File: src/rtl/exec_pkg.sv
// exec_pkg: shared definitions for the execute sequencer.
//   - DW                : datapath width (fixed at 8 to match the ALU)
//   - OP_*              : command op-codes seen on cmd_op_i
//   - ALU_*             : op encodings driven onto the ALU op_i input
//   - state_t           : sequencer FSM state
//   - op_* helpers      : per-op decode (legality, register write, flag write, ALU op)
// Optional feature macro: EXEC_CMP_EN
//   defined   -> op 011 is CMP (ALU SUB, flags updated, no register write)
//   undefined -> op 011 is illegal
package exec_pkg;

  localparam int DW = 8;

  localparam logic [2:0] OP_ADD = 3'b000;
  localparam logic [2:0] OP_SUB = 3'b001;
  localparam logic [2:0] OP_LDI = 3'b010;
  localparam logic [2:0] OP_CMP = 3'b011;

  localparam logic [2:0] ALU_ADD = 3'b000;
  localparam logic [2:0] ALU_SUB = 3'b001;

  typedef enum logic [1:0] {
    ST_IDLE = 2'd0,
    ST_OPER = 2'd1,
    ST_EXEC = 2'd2,
    ST_DONE = 2'd3
  } state_t;

  function automatic logic op_cmp_enabled();
`ifdef EXEC_CMP_EN
    return 1'b1;
`else
    return 1'b0;
`endif
  endfunction

  function automatic logic op_legal(input logic [2:0] op);
    return (op == OP_ADD) || (op == OP_SUB) || (op == OP_LDI) ||
           ((op == OP_CMP) && op_cmp_enabled());
  endfunction

  function automatic logic op_writes_reg(input logic [2:0] op);
    return (op == OP_ADD) || (op == OP_SUB) || (op == OP_LDI);
  endfunction

  function automatic logic op_writes_flags(input logic [2:0] op);
    return (op == OP_ADD) || (op == OP_SUB) ||
           ((op == OP_CMP) && op_cmp_enabled());
  endfunction

  // LDI and illegal ops still stage something onto the ALU; their result is
  // never used, so ADD is as good as anything.
  function automatic logic [2:0] op_to_alu(input logic [2:0] op);
    logic [2:0] a;
    a = ALU_ADD;
    if ((op == OP_SUB) || ((op == OP_CMP) && op_cmp_enabled())) a = ALU_SUB;
    return a;
  endfunction

endpackage

File: src/rtl/exec_regfile.sv
// exec_regfile: NREG x DW register file.
//   clk, rst_n           : clock, synchronous active-low reset (clears all entries)
//   we, waddr, wdata     : synchronous write port
//   raddr_y / rdata_y    : combinational operand-y read port
//   raddr_x / rdata_x    : combinational operand-x read port
//   raddr_obs / rdata_obs: combinational observation read port
module exec_regfile
  import exec_pkg::*;
#(
  parameter int NREG = 4,
  localparam int RW = $clog2(NREG)
) (
  input  logic          clk,
  input  logic          rst_n,
  input  logic          we,
  input  logic [RW-1:0] waddr,
  input  logic [DW-1:0] wdata,
  input  logic [RW-1:0] raddr_y,
  output logic [DW-1:0] rdata_y,
  input  logic [RW-1:0] raddr_x,
  output logic [DW-1:0] rdata_x,
  input  logic [RW-1:0] raddr_obs,
  output logic [DW-1:0] rdata_obs
);

  logic [DW-1:0] regs [NREG];

  always_ff @(posedge clk) begin
    if (!rst_n) begin
      regs <= '{default: '0};
    end else if (we) begin
      regs[waddr] <= wdata;
    end
  end

  assign rdata_y   = regs[raddr_y];
  assign rdata_x   = regs[raddr_x];
  assign rdata_obs = regs[raddr_obs];

endmodule

File: src/rtl/exec_seq.sv
// exec_seq: multi-cycle execute sequencer feeding an external 8-bit ALU.
// Owns the register file and the Z/C flag register. One command at a time:
// IDLE -> OPER -> EXEC -> DONE -> IDLE (one command per 4 cycles).
// Optional feature macro: EXEC_CMP_EN (op 011 = CMP; see exec_pkg).
//
// Handshake: a command transfers on a rising edge where cmd_valid_i and
// cmd_ready_o are both high; cmd_ready_o is high only in IDLE and does not
// depend on cmd_valid_i. All cmd_* fields are sampled only at that edge.
//
// Ports:
//   clk_i, rst_ni             : clock, synchronous active-low reset
//   cmd_valid_i / cmd_ready_o : command handshake
//   cmd_op_i, cmd_dst_i, cmd_srcy_i, cmd_srcx_i, cmd_imm_i : command fields
//   alu_y_o, alu_x_o, alu_op_o: registered ALU inputs (held until next OPER)
//   alu_r_i, alu_fz_i, alu_fc_i: ALU result and flags
//   done_o, illegal_o         : one-cycle completion pulse / rejected command
//   flag_z_o, flag_c_o        : registered flags
//   rd_addr_i / rd_data_o     : combinational observation read
//   dbg_state_o               : current FSM state
module exec_seq
  import exec_pkg::*;
#(
  parameter int NREG = 4,
  localparam int RW = $clog2(NREG)
) (
  input  logic          clk_i,
  input  logic          rst_ni,
  input  logic          cmd_valid_i,
  output logic          cmd_ready_o,
  input  logic [2:0]    cmd_op_i,
  input  logic [RW-1:0] cmd_dst_i,
  input  logic [RW-1:0] cmd_srcy_i,
  input  logic [RW-1:0] cmd_srcx_i,
  input  logic [DW-1:0] cmd_imm_i,
  output logic [DW-1:0] alu_y_o,
  output logic [DW-1:0] alu_x_o,
  output logic [2:0]    alu_op_o,
  input  logic [DW-1:0] alu_r_i,
  input  logic          alu_fz_i,
  input  logic          alu_fc_i,
  output logic          done_o,
  output logic          illegal_o,
  output logic          flag_z_o,
  output logic          flag_c_o,
  input  logic [RW-1:0] rd_addr_i,
  output logic [DW-1:0] rd_data_o,
  output state_t        dbg_state_o
);

  state_t        state, state_nxt;
  logic          hs;

  logic [2:0]    op_q;
  logic [RW-1:0] dst_q, srcy_q, srcx_q;
  logic [DW-1:0] imm_q;

  logic [DW-1:0] opnd_y, opnd_x;
  logic          rf_we;
  logic [DW-1:0] rf_wdata;

  assign hs = cmd_valid_i && cmd_ready_o;

  // State register
  always_ff @(posedge clk_i) begin
    if (!rst_ni) state <= ST_IDLE;
    else         state <= state_nxt;
  end

  // Next state and Moore outputs
  always_comb begin
    state_nxt   = state;
    cmd_ready_o = 1'b0;
    done_o      = 1'b0;
    illegal_o   = 1'b0;
    case (state)
      ST_IDLE: begin
        cmd_ready_o = 1'b1;
        if (cmd_valid_i) state_nxt = ST_OPER;
      end
      ST_OPER: state_nxt = ST_EXEC;
      ST_EXEC: state_nxt = ST_DONE;
      ST_DONE: begin
        done_o    = 1'b1;
        illegal_o = !op_legal(op_q);
        state_nxt = ST_IDLE;
      end
      default: state_nxt = ST_IDLE;
    endcase
  end

  assign dbg_state_o = state;

  // Command latch
  always_ff @(posedge clk_i) begin
    if (!rst_ni) begin
      op_q   <= '0;
      dst_q  <= '0;
      srcy_q <= '0;
      srcx_q <= '0;
      imm_q  <= '0;
    end else if (hs) begin
      op_q   <= cmd_op_i;
      dst_q  <= cmd_dst_i;
      srcy_q <= cmd_srcy_i;
      srcx_q <= cmd_srcx_i;
      imm_q  <= cmd_imm_i;
    end
  end

  // Operand staging: sources are captured in OPER, so a dst equal to a
  // source still computes with the pre-write value.
  always_ff @(posedge clk_i) begin
    if (!rst_ni) begin
      alu_y_o  <= '0;
      alu_x_o  <= '0;
      alu_op_o <= '0;
    end else if (state == ST_OPER) begin
      alu_y_o  <= opnd_y;
      alu_x_o  <= opnd_x;
      alu_op_o <= op_to_alu(op_q);
    end
  end

  // Flags
  always_ff @(posedge clk_i) begin
    if (!rst_ni) begin
      flag_z_o <= 1'b0;
      flag_c_o <= 1'b0;
    end else if ((state == ST_EXEC) && op_writes_flags(op_q)) begin
      flag_z_o <= alu_fz_i;
      flag_c_o <= alu_fc_i;
    end
  end

  assign rf_we    = (state == ST_EXEC) && op_writes_reg(op_q);
  assign rf_wdata = (op_q == OP_LDI) ? imm_q : alu_r_i;

  exec_regfile #(.NREG(NREG)) u_regfile (
    .clk       (clk_i),
    .rst_n     (rst_ni),
    .we        (rf_we),
    .waddr     (dst_q),
    .wdata     (rf_wdata),
    .raddr_y   (srcy_q),
    .rdata_y   (opnd_y),
    .raddr_x   (srcx_q),
    .rdata_x   (opnd_x),
    .raddr_obs (rd_addr_i),
    .rdata_obs (rd_data_o)
  );

endmodule

File: config.mk
export PLATFORM = sky130hd
export DESIGN_NAME = exec_seq
export DESIGN_NICKNAME = d
export VERILOG_FILES = /design/src/rtl/exec_pkg.sv /design/src/rtl/exec_regfile.sv /design/src/rtl/exec_seq.sv
export SDC_FILE = /design/constraint.sdc
export NUM_CORES = 1
export LEC_CHECK = 0
export CAP_MARGIN = 20
export CORE_MARGIN = 5
export CORE_UTILIZATION = 31
export CTS_CLUSTER_DIAMETER = 150
export DETAILED_ROUTE_END_ITERATION = 8
export GPL_TIMING_DRIVEN = 0
export MAX_ROUTING_LAYER = met4
export SLEW_MARGIN = 10
export SYNTH_ARGS = -nofsm -noshare
export SYNTH_HDL_FRONTEND = slang
export SYNTH_SLANG_ARGS = --single-unit
File: constraint.sdc
create_clock -name clk_i -period 1.9 [get_ports clk_i]
set_input_delay 0.475 -clock clk_i [delete_from_list [all_inputs] [get_ports clk_i]]
set_output_delay 0.475 -clock clk_i [all_outputs]
set_load 0.005 [all_outputs]
==> results.md <==
- Status: complete, no violations
- Largest net degree at the start of global routing: 13
- Synthesized area per cell: between 10 and 15 µm²
- Wirelength per Cell: 16.11 µm
- Pre-CTS WS: -0.3108 ns
- Initial Util: 0.3203
- CP required: ~1.4 ns
- Area leader, netlist: dfxtp_1
- CTS tree: done
- Max-slew violations: 0
- Post-route minimum period: 1.851 ns
- CP max stage delay: around 0.47 ns
- Slew margin rel.: 0.5649
- Total GRT Usage: 0.1458
- Gr ovfl total: 0
- H-tree depth: 3
- Full die area: between 10,000 and 15,000 µm²
- Top cell type's share of synthesized area: 0.4218
- Root buf cell: clkbuf_8
- Clock slew at the register clock pins of the worst setup and hold paths: ~0.08 ns
- Cells after Synth: 323
- Clock network power share: 0.303
- Setup crit end kind: primary output
- Post-Layout Cell Count: between 500 and 600
- Row count: 37
- DRC Markers: 0
- Total CTS buffers: 9
- Startpoint Class: flop
- Hold Buf Count CTS: 0
- Setup CP Type: reg -> out
- Area grow syn2layout: 32.13%
- 1st-iter DRT viols: roughly 160
- CP max FO: 4
- Worst-path cell chain: mux4_2 -> clkdlybuf4s15_1
- Sequential fraction of the synthesis area: 0.4218
- Layout cells sized above 1: 0.2574
- Ys Warns: 0
- Placed insts: 521
- Drt via density: 5.098
- Antenna violations before repair: 0
- Net switching fraction of the power: 0.3112
- Distinct cells, synth: 22
- Worst setup margin: approximately 0.05 ns
- Routed WL: 8.701 mm
- HPWL Detailed: between 6 and 7 mm
- Crit path buffers/inverters: 1
- Die span in y: roughly 110 µm
- Comb pwr share: 0.312
- Inserted Diodes: 0
- CTS max path bufs: 2
- Latest clock arrival within the worst-skew pair: between 0.3 and 0.4 ns
- Area contributors post-synth: dfxtp_1 42%, mux4_2 16%, mux2i_1 8.1%, a211oi_1 7.5%, a31oi_1 6.2%
- Final net count: roughly 440
- Fin crit share: 0.9743
- Slew @ Worst Pin: between 0.6 and 0.7 ns
- Chip Width: about 110 µm
- Detailed Routing Iterations Pass 1: 4
- Setup violators final: 0
- Class of the worst hold path: reg -> reg
- First-pass GRT wire length: 14.61 mm
- Hold WS: between 0.4 and 0.5 ns
- P_int: roughly 3.3 mW
- Fmax: between 0.5 and 0.6 GHz
- Max-cap viol count: 0
- # port buffers: around 60
- Seq pwr share: 0.385
- Power Density: 1078 nW/µm²
- Sink Count: 70
- Yosys reg bits: 70
- Crit-path leading delay family: multiplexers
- Psw: around 1.5 mW
- Crit-path slowest cell: mux4_2
- CP arrival: approximately 1.4 ns
- Maximum vdd ir drop: 0.3791 mV
- Mapped Area: 3322 µm²
- Core Region: approximately 10,000 µm²
- Final Hold Viols: 0
- Worst Skew: 0.007722 ns
- Unrepaired setup endpoints after global routing: no
- Vias: 2,753
- Commonest non-fill, non-tap cell in the layout: clkdlybuf4s50_1
- Io pins: 66
- DRT antenna net count: 0
- Vias in the first global route: about 2,800
- Gpl congestion: ~0.81
- Leak: between 1.5 and 2 nW
- Commonest cells after routing, fill and taps aside: 50 x clkdlybuf4s50_1, 44 x dfxtp_1, 36 x nand2_1
-- routing by layer --
layer	track usage	wire, µm
met5	-	0
met1	0.1974	4086
met4	0.03686	54
met2	0.2171	3962
met3	0.03873	598
-- registers in the layout, summed over array words and instances, names as in the netlist --
signal          flops
u_regfile.regs     32
alu_x_o             8
alu_y_o             8
imm_q               8
op_q                3
dbg_state_o         2
dst_q               2
srcx_q              2
srcy_q              2
alu_op_o            1
flag_c_o            1
flag_z_o            1
-- kinds of logic after synthesis --
logic type | after synthesis | share of synthesized area
AO/OA/AOI/OAI | 84 | 0.1638
other | 1 | 0.001129
multiplexers | 51 | 0.2441
AND/OR/NAND/NOR | 74 | 0.09642
buffers and inverters | 38 | 0.05386
flip-flops | 70 | 0.4218
adder cells (fa/ha/maj) | 5 | 0.01883
-- through the flow --
step	power [mW]	TNS (ns)	area (µm²)	utilization
2_1_floorplan	2.791	0	3326	-
3_3_place_gp	3.258	-2.795	4106	0.3960
3_5_place_dp	3.299	-3.077	4106	0.3960
4_1_cts	4.776	0	4419	0.4262
5_1_grt	5.028	0	4389	0.4233
6_report	4.733	0	4389	0.4233
-- cell type report --
cell class	count	area (µm²)
plain buffers	35	176.4
clock buffers	9	123.9
clock inverters	7	112.6
fillers	1036	5981
inverters	3	11.26
multi-input cells	216	1758
flip-flops and latches	70	1439
well taps	136	170.2
repair buffers	64	598.1
-- tightest hold or removal path, cell delays in order, from the launching register on --
cell     delay (ns)
dfxtp_1        0.31
nand2_1        0.05
a21oi_1        0.05
-- Yosys cell counts, drive strengths merged --
master,instances
dfxtp,70
nand2,36
nor2b,5
inv,3
nor2,24
mux4,24
a21oi,18
a211oi,33
nand2b,1
a31oi,33
ha,5
conb,1
mux2i,27
buf,22
and2,2
and3,4
nor3b,2
clkbuf,13
-- power groups by stage --
stage	sequential, mW	combinational, mW	clock, mW
after floorplan	1.79	1.00	0
after global placement	1.82	1.44	0
after detailed placement	1.83	1.47	0
after CTS	1.82	1.50	1.46
after global routing	1.85	1.65	1.53
final	1.82	1.48	1.43
-- path summary, 6_finish.rpt --
check	startpoint	end	slack, ns	depth (start not counted)
max	u_regfile.regs[6]$_SDFFE_PN0P_	rd_data_o[6]	0.05	2
min	imm_q[0]$_SDFFE_PN0P_	imm_q[0]$_SDFFE_PN0P_	0.46	2
max reg2reg	dbg_state_o[0]$_SDFFE_PN0P_	u_regfile.regs[23]$_SDFFE_PN0P_	0.20	7
min reg2reg	imm_q[0]$_SDFFE_PN0P_	imm_q[0]$_SDFFE_PN0P_	0.46	2
-- what timing repair did --
action	CTS	global route
gates resized for setup	51	10
hold endpoints to repair	0	0
setup buffers	3	0
endpoints found under the setup margin	11	8
No activity file was read; power rests on OpenSTA's default activity.
